$ cat config.mk
export PLATFORM = sky130hd
export DESIGN_NAME = dac_frame_scheduler
export DESIGN_NICKNAME = d
export VERILOG_FILES = /design/src/rtl/dds_dac_pkg.sv /design/src/rtl/sync_fifo.sv /design/src/rtl/dac_frame_scheduler.sv
export SDC_FILE = /design/constraint.sdc
export NUM_CORES = 1
export LEC_CHECK = 0
export CAP_MARGIN = 20
export CORE_MARGIN = 3
export CORE_UTILIZATION = 30
export DETAILED_ROUTE_END_ITERATION = 16
export MAX_ROUTING_LAYER = met4
export PLACE_DENSITY = 0.59
export SLEW_MARGIN = 20
export SYNTH_ARGS = -nofsm -noshare
export SYNTH_HDL_FRONTEND = slang
export SYNTH_SLANG_ARGS = --single-unit
$ cat constraint.sdc
create_clock -name sys_clk -period 7.5 [get_ports sys_clk]
set_input_delay 1.875 -clock sys_clk [delete_from_list [all_inputs] [get_ports sys_clk]]
set_output_delay 1.875 -clock sys_clk [all_outputs]
set_load 0.02 [all_outputs]
$ cat src/rtl/dds_dac_pkg.sv
// Shared definitions for the DDS-to-DAC8411 output path: DAC word geometry,
// DAC power-down codes and the frame scheduler state encoding.
package dds_dac_pkg;

    localparam int          DAC_WIDTH    = 16;
    localparam logic [15:0] DAC_MIDSCALE = 16'h8000;

    // DAC8411 power-down bits carried in every frame
    localparam logic [1:0] PD_NORMAL   = 2'b00;
    localparam logic [1:0] PD_1K_GND   = 2'b01;
    localparam logic [1:0] PD_100K_GND = 2'b10;
    localparam logic [1:0] PD_HIGH_Z   = 2'b11;

    // Frame scheduler states
    typedef enum logic [1:0] {
        ST_IDLE = 2'd0,
        ST_LOAD = 2'd1,
        ST_BUSY = 2'd2
    } frame_state_e;

endpackage

$ cat src/rtl/sync_fifo.sv
// Single-clock FIFO with occupancy counter. Push is ignored when full and pop
// is ignored when empty, so a simultaneous push and pop only both succeed
// when the FIFO held at least one entry and had room before the edge.
module sync_fifo #(
    parameter int DATA_WIDTH = 16,
    parameter int FIFO_DEPTH = 4
) (
    input  logic                          clk_i,
    input  logic                          rst_i,
    input  logic                          push_i,
    input  logic [DATA_WIDTH-1:0]         data_i,
    input  logic                          pop_i,
    output logic [DATA_WIDTH-1:0]         data_o,
    output logic                          full_o,
    output logic                          empty_o,
    output logic [$clog2(FIFO_DEPTH):0]   level_o
);

    localparam int AW    = $clog2(FIFO_DEPTH);
    localparam int LVL_W = AW + 1;

    logic [DATA_WIDTH-1:0] mem_q [FIFO_DEPTH];
    logic [AW-1:0]         wr_ptr_q;
    logic [AW-1:0]         rd_ptr_q;
    logic [LVL_W-1:0]      level_q;
    logic                  do_push;
    logic                  do_pop;

    assign full_o  = (level_q == LVL_W'(FIFO_DEPTH));
    assign empty_o = (level_q == '0);
    assign level_o = level_q;
    assign data_o  = mem_q[rd_ptr_q];

    assign do_push = push_i && !full_o;
    assign do_pop  = pop_i  && !empty_o;

    // Storage array: data only, no reset needed since level gates every read
    always_ff @(posedge clk_i) begin
        if (do_push) begin
            mem_q[wr_ptr_q] <= data_i;
        end
    end

    // Pointers wrap naturally because the depth is a power of two
    always_ff @(posedge clk_i) begin
        if (rst_i) begin
            wr_ptr_q <= '0;
            rd_ptr_q <= '0;
            level_q  <= '0;
        end else begin
            if (do_push) begin
                wr_ptr_q <= wr_ptr_q + AW'(1);
            end
            if (do_pop) begin
                rd_ptr_q <= rd_ptr_q + AW'(1);
            end
            case ({do_push, do_pop})
                2'b10:   level_q <= level_q + LVL_W'(1);
                2'b01:   level_q <= level_q - LVL_W'(1);
                default: level_q <= level_q;
            endcase
        end
    end

endmodule

$ cat src/rtl/dac_frame_scheduler.sv
// Paces buffered DDS samples out to the DAC8411 SPI main: one frame per
// programmable sample period, using the main's load/csb handshake. Samples
// are optionally converted from two's complement to DAC offset binary, and
// underrun / missed-tick conditions are reported through sticky flags.
module dac_frame_scheduler
    import dds_dac_pkg::*;
#(
    parameter int DATA_WIDTH = DAC_WIDTH,
    parameter int FIFO_DEPTH = 4,
    parameter int DIV_WIDTH  = 16
) (
    input  logic                         sys_clk,
    input  logic                         rst,
    input  logic                         enable,
    input  logic [DIV_WIDTH-1:0]         rate_div,
    input  logic                         signed_fmt,
    input  logic [1:0]                   power_state,
    input  logic                         clear_flags,
    input  logic [DATA_WIDTH-1:0]        s_data,
    input  logic                         s_valid,
    output logic                         s_ready,
    output logic                         spi_load,
    output logic [DATA_WIDTH-1:0]        spi_data,
    output logic [1:0]                   spi_power,
    input  logic                         spi_csb,
    output logic [$clog2(FIFO_DEPTH):0]  fifo_level,
    output logic                         underrun,
    output logic                         tick_missed
);

    localparam logic [DATA_WIDTH-1:0] MIDSCALE = {1'b1, {(DATA_WIDTH-1){1'b0}}};

    // Two's complement to offset binary is a flip of the sign bit; when the
    // source is already offset binary the word passes through untouched.
    function automatic logic [DATA_WIDTH-1:0] to_dac_code(
        input logic [DATA_WIDTH-1:0] sample,
        input logic                  is_signed
    );
        logic signed [DATA_WIDTH-1:0] s_sample;
        s_sample = $signed(sample);
        return {s_sample[DATA_WIDTH-1] ^ is_signed, sample[DATA_WIDTH-2:0]};
    endfunction

    // ------------------------------------------------------------------
    // Sample buffer
    // ------------------------------------------------------------------
    logic                  fifo_full;
    logic                  fifo_empty;
    logic                  fifo_push;
    logic                  fifo_pop;
    logic [DATA_WIDTH-1:0] fifo_head;

    assign s_ready   = !fifo_full;
    assign fifo_push = s_valid && s_ready;

    sync_fifo #(
        .DATA_WIDTH (DATA_WIDTH),
        .FIFO_DEPTH (FIFO_DEPTH)
    ) u_fifo (
        .clk_i   (sys_clk),
        .rst_i   (rst),
        .push_i  (fifo_push),
        .data_i  (s_data),
        .pop_i   (fifo_pop),
        .data_o  (fifo_head),
        .full_o  (fifo_full),
        .empty_o (fifo_empty),
        .level_o (fifo_level)
    );

    // ------------------------------------------------------------------
    // Sample-rate divider
    // ------------------------------------------------------------------
    logic [DIV_WIDTH-1:0] div_cnt_q;
    logic [DIV_WIDTH-1:0] div_cnt_d;
    logic                 tick;

    // Count down from rate_div; tick on zero and reload. A new rate_div is
    // only picked up at reload (or while disabled, when the count is parked).
    always_comb begin
        tick      = enable && (div_cnt_q == '0);
        div_cnt_d = div_cnt_q;
        if (!enable || tick) begin
            div_cnt_d = rate_div;
        end else begin
            div_cnt_d = div_cnt_q - DIV_WIDTH'(1);
        end
    end

    // Divider count register
    always_ff @(posedge sys_clk) begin
        if (rst) begin
            div_cnt_q <= rate_div;
        end else begin
            div_cnt_q <= div_cnt_d;
        end
    end

    // ------------------------------------------------------------------
    // Frame FSM
    // ------------------------------------------------------------------
    frame_state_e          state_q;
    logic                  spi_load_q;
    logic [DATA_WIDTH-1:0] spi_data_q;
    logic [1:0]            spi_power_q;
    logic [DATA_WIDTH-1:0] last_q;
    logic [DATA_WIDTH-1:0] sample_word;
    logic                  frame_start;

    // A tick is only honoured while idle; an empty FIFO repeats the last
    // raw sample so the DAC output holds rather than jumping to midscale.
    assign frame_start = (state_q == ST_IDLE) && tick;
    assign fifo_pop    = frame_start && !fifo_empty;
    assign sample_word = fifo_empty ? last_q : fifo_head;

    // Frame sequencing with registered SPI-side outputs
    always_ff @(posedge sys_clk) begin
        if (rst) begin
            state_q     <= ST_IDLE;
            spi_load_q  <= 1'b0;
            spi_data_q  <= MIDSCALE;
            spi_power_q <= PD_NORMAL;
            last_q      <= MIDSCALE;
        end else begin
            case (state_q)
                ST_IDLE: begin
                    if (tick) begin
                        spi_data_q  <= to_dac_code(sample_word, signed_fmt);
                        spi_power_q <= power_state;
                        spi_load_q  <= 1'b1;
                        last_q      <= sample_word;
                        state_q     <= ST_LOAD;
                    end
                end
                ST_LOAD: begin
                    // Hold the request until the main acknowledges with csb low
                    if (!spi_csb) begin
                        spi_load_q <= 1'b0;
                        state_q    <= ST_BUSY;
                    end
                end
                ST_BUSY: begin
                    if (spi_csb) begin
                        state_q <= ST_IDLE;
                    end
                end
                default: begin
                    spi_load_q <= 1'b0;
                    state_q    <= ST_IDLE;
                end
            endcase
        end
    end

    assign spi_load  = spi_load_q;
    assign spi_data  = spi_data_q;
    assign spi_power = spi_power_q;

    // ------------------------------------------------------------------
    // Sticky error flags
    // ------------------------------------------------------------------
    logic underrun_q;
    logic tick_missed_q;
    logic underrun_set;
    logic missed_set;

    assign underrun_set = frame_start && fifo_empty;
    assign missed_set   = tick && (state_q != ST_IDLE);

    // Flags latch on their event; a set in the same cycle beats a clear
    always_ff @(posedge sys_clk) begin
        if (rst) begin
            underrun_q    <= 1'b0;
            tick_missed_q <= 1'b0;
        end else begin
            if (underrun_set) begin
                underrun_q <= 1'b1;
            end else if (clear_flags) begin
                underrun_q <= 1'b0;
            end
            if (missed_set) begin
                tick_missed_q <= 1'b1;
            end else if (clear_flags) begin
                tick_missed_q <= 1'b0;
            end
        end
    end

    assign underrun    = underrun_q;
    assign tick_missed = tick_missed_q;

endmodule
==> results.cfg <==
[clock_tree]
cts_root_buffer = clkbuf_16
path_clk_slew_ps = 60
htree_levels = 4
clockBufferDepth = 2
cts_setup_buffers = 0
insertion_delay_ps = 400
tritoncts = built
hold_buffers = 0
cts_buffers = 17
cts_resized = 0
clock-sinks = 113

[power_and_ir_drop]
internal_power_mw = 1.219
peakVddDrop_v = 0.0001458
p_leak_nw = 1.992
finalPower_mw = 1.572
seq_power_share = 0.445
switching_share = 0.2243
p_clk_frac = 0.498
power.switching_mw = 0.3525
pwr_density_cell_mw_per_mm2 = 267.0
combPwrFrac = 0.057

[sta]
worst-slew-pin-transition_ps = 1016
finalCritPeriodShare = 0.5040
layout_setup_ws_ps = 3720
finClkSkew_ps = 9.189
setup_viol = 0
slew_headroom = 0.3205
final-hold-violation-count = 0
finalMaxSlewViolations = 0
fin_tns_setup_ps = 0
fmax_mhz = 264.6
rsz0062_at_grt = false
min_period_ps = 3780
holdWs_ps = 451.5

[worst_setup_path]
critPathTopFamily = simple AND/OR/NAND/NOR gates
r2r-start = div_cnt_q[0]
crit_path_start_kind = input port
required_ps = 7830
cp_slowest_stage_delay_ps = 510
crit_slowest_cell = clkdlybuf4s50_1
cp-end-kind = flip-flop
worst-path-max-fanout = 5
startpoint = enable
worstSetupPathType = in -> reg
crit_buf_inv = 2
crit_arrival_ps = 4110
rrSetupSlack_ps = 4720
r2r-end = u_fifo.level_o[2]
worst_r2r_path_depth = 11
cp_cell_sequence = clkdlybuf4s50_1 > nand2_1 > nor4_1 > ha_1 > inv_1 > fa_1 > xor2_1 > or3_1 > a21oi_1

[global_routing]
grt_max_degree = 35
grt.total_usage = 0.1179
antenna_found_initial = 0
gr-total-overflow = 0
grt_pass1_wl_mm = 14.66
first_global_vias = 2766

[synth]
yosys.area.top_type = edfxtp_1
synthFlopType = edfxtp_1
syn-num-nets = 387
synth_cell_types = 44
syn_area_sq_mm = 0.004597
ys_ff_latch = 113
synth_top_area_frac = 0.4181
synth_edf_count = 64
seq_area_frac_synth = 0.6315
netlist_instances = 338
synth_area_leaders = edfxtp_1 42%, dfxtp_1 21%, mux4_2 7.8%, mux2i_1 3.5%, nor2_1 2.7%
yosys_warnings = 0
synth_area_per_cell_sq_um = 13.60
async_reset_ff_frac = 0

[final_layout]
area_growth_pct = 28.06
multiInputGateArea_sq_mm = 0.001463
final_nets = 445
final_cells = 592
n_fill_cell = 1398
layout-drive-gt1-share = 0.1373
ff_latch_area_sq_mm = 0.002903
antenna_cells = 0

[detailed_routing]
avgRoutedWirePerCell_um = 15.52
detail-route-antenna-nets = 0
routed_wl_mm = 9.186
drt_iter0_markers = 149
first_pass_iters = 4
vias_per_cell = 4.544
vias = 2690
drc_errors = 0

[status]
status = completed

[floorplan]
die_y_um = 129.8
initial_utilization = 0.3116
die_w_um = 129.8
core_sq_mm = 0.01475
die_area_sq_mm = 0.01684
pin_count = 66
rows = 44

[run]
max_cap_viol_count = 0

[min_path]
hold_class = reg -> reg
min_to = spi_power[1]
hp-start = spi_power[1]
whs_path_depth = 2

[placed_design]
placed_cells = 561
dp_hpwl_mm = 5.938
pre_cts_ws_ps = 3316
numPortBuffers = 65
gp_congestion = 0.7878
## power groups by stage
stage / Combinational, mW / Clock [mW] / Sequential (mW)
3_3_place_gp: 0.0890 / 0 / 0.710
4_1_cts: 0.0919 / 0.802 / 0.699
5_1_grt: 0.0996 / 0.833 / 0.702
6_report: 0.0903 / 0.783 / 0.699
3_5_place_dp: 0.0911 / 0 / 0.712
2_1_floorplan: 0.0478 / 0 / 0.709
## worst reg2reg max path, stage by stage, from the launching register on
cell     delay [ps]
dfxtp_1         340
inv_1            90
ha_1            160
nor4b_2         340
nand2_1         140
nor4_1          380
ha_1            240
inv_1            60
fa_1            370
xor2_1          160
or3_1           300
a21oi_1         130
## state kept, by name, summed over array words and instances (netlist names), named ones only
name,flops
div_cnt_q,16
last_q,1
spi_data,16
spi_load,1
spi_power,2
state_q,2
tick_missed,1
u_fifo.level_o,3
u_fifo.mem_q,64
u_fifo.rd_ptr_q,2
u_fifo.wr_ptr_q,2
underrun,1
## worst max path at each step
stage / end / cells after the start
floorplan: u_fifo.level_o[2] / 8
global placement: u_fifo.level_o[2] / 9
detailed placement: u_fifo.level_o[2] / 9
CTS: u_fifo.level_o[2] / 9
global route: u_fifo.level_o[2] / 9
finish: u_fifo.level_o[2] / 9
## routing by layer
metal,wire [um],vias up,share of wire,GRT usage
li1,-,1332,-,-
met1,4251,1281,0.46,0.1519
met2,4358,69,0.47,0.1768
met3,493,8,0.054,0.03766
met4,82,0,0.0089,0.03973
met5,0,-,0,-
## stage by stage
step | utilization | instance area [sq um]
after floorplan | - | 4597
after global placement | 0.3597 | 5306
after detailed placement | 0.3597 | 5306
after CTS | 0.3990 | 5887
after global routing | 0.3990 | 5887
final | 0.3990 | 5887
## synth_stat cells (all sizes together), types with 5 or more instances
library cell,count
a21oi,9
o21ai,17
inv,10
xnor2,11
edfxtp,64
dfxtp,49
nand2,27
buf,21
clkbuf,8
nor3,5
nor4,6
mux2i,16
ha,7
nor2,33
mux4,16
xor2,7
## area by class of cell
| class | count | area share |
|---|---|---|
| clock buffers | 17 | 0.07226 |
| inverters | 10 | 0.006376 |
| flip-flops and latches | 113 | 0.4931 |
| repair buffers | 68 | 0.1143 |
| multi-input cells | 186 | 0.2485 |
| clock inverters | 14 | 0.02635 |
| well taps | 184 | 0.03911 |
## layout by cell type, fill, tap and decap left out, types with 9 or more instances in the layout
cell,synthesis,layout
mux2i_1,16,16
edfxtp_1,64,64
inv_1,10,10
mux4_2,16,16
o21ai_0,16,16
clkbuf_16,0,17
dfxtp_1,49,49
a21oi_1,9,9
clkdlybuf4s50_1,0,65
nor2_1,33,33
nand2_1,27,27
xnor2_1,11,11
## cells by family (layout without fill, tap and decap cells)
group	after synthesis	in the layout	share of synthesized area
multiplexers	32	32	0.1132
adder cells (fa/ha/maj)	8	8	0.02341
AND/OR/NAND/NOR	94	94	0.1032
buffers and inverters	39	109	0.05172
flip-flops	113	113	0.6315
AO/OA/AOI/OAI	34	34	0.04274
XOR/XNOR	18	18	0.03429
Note: power is estimated with default switching activity, not from simulation.
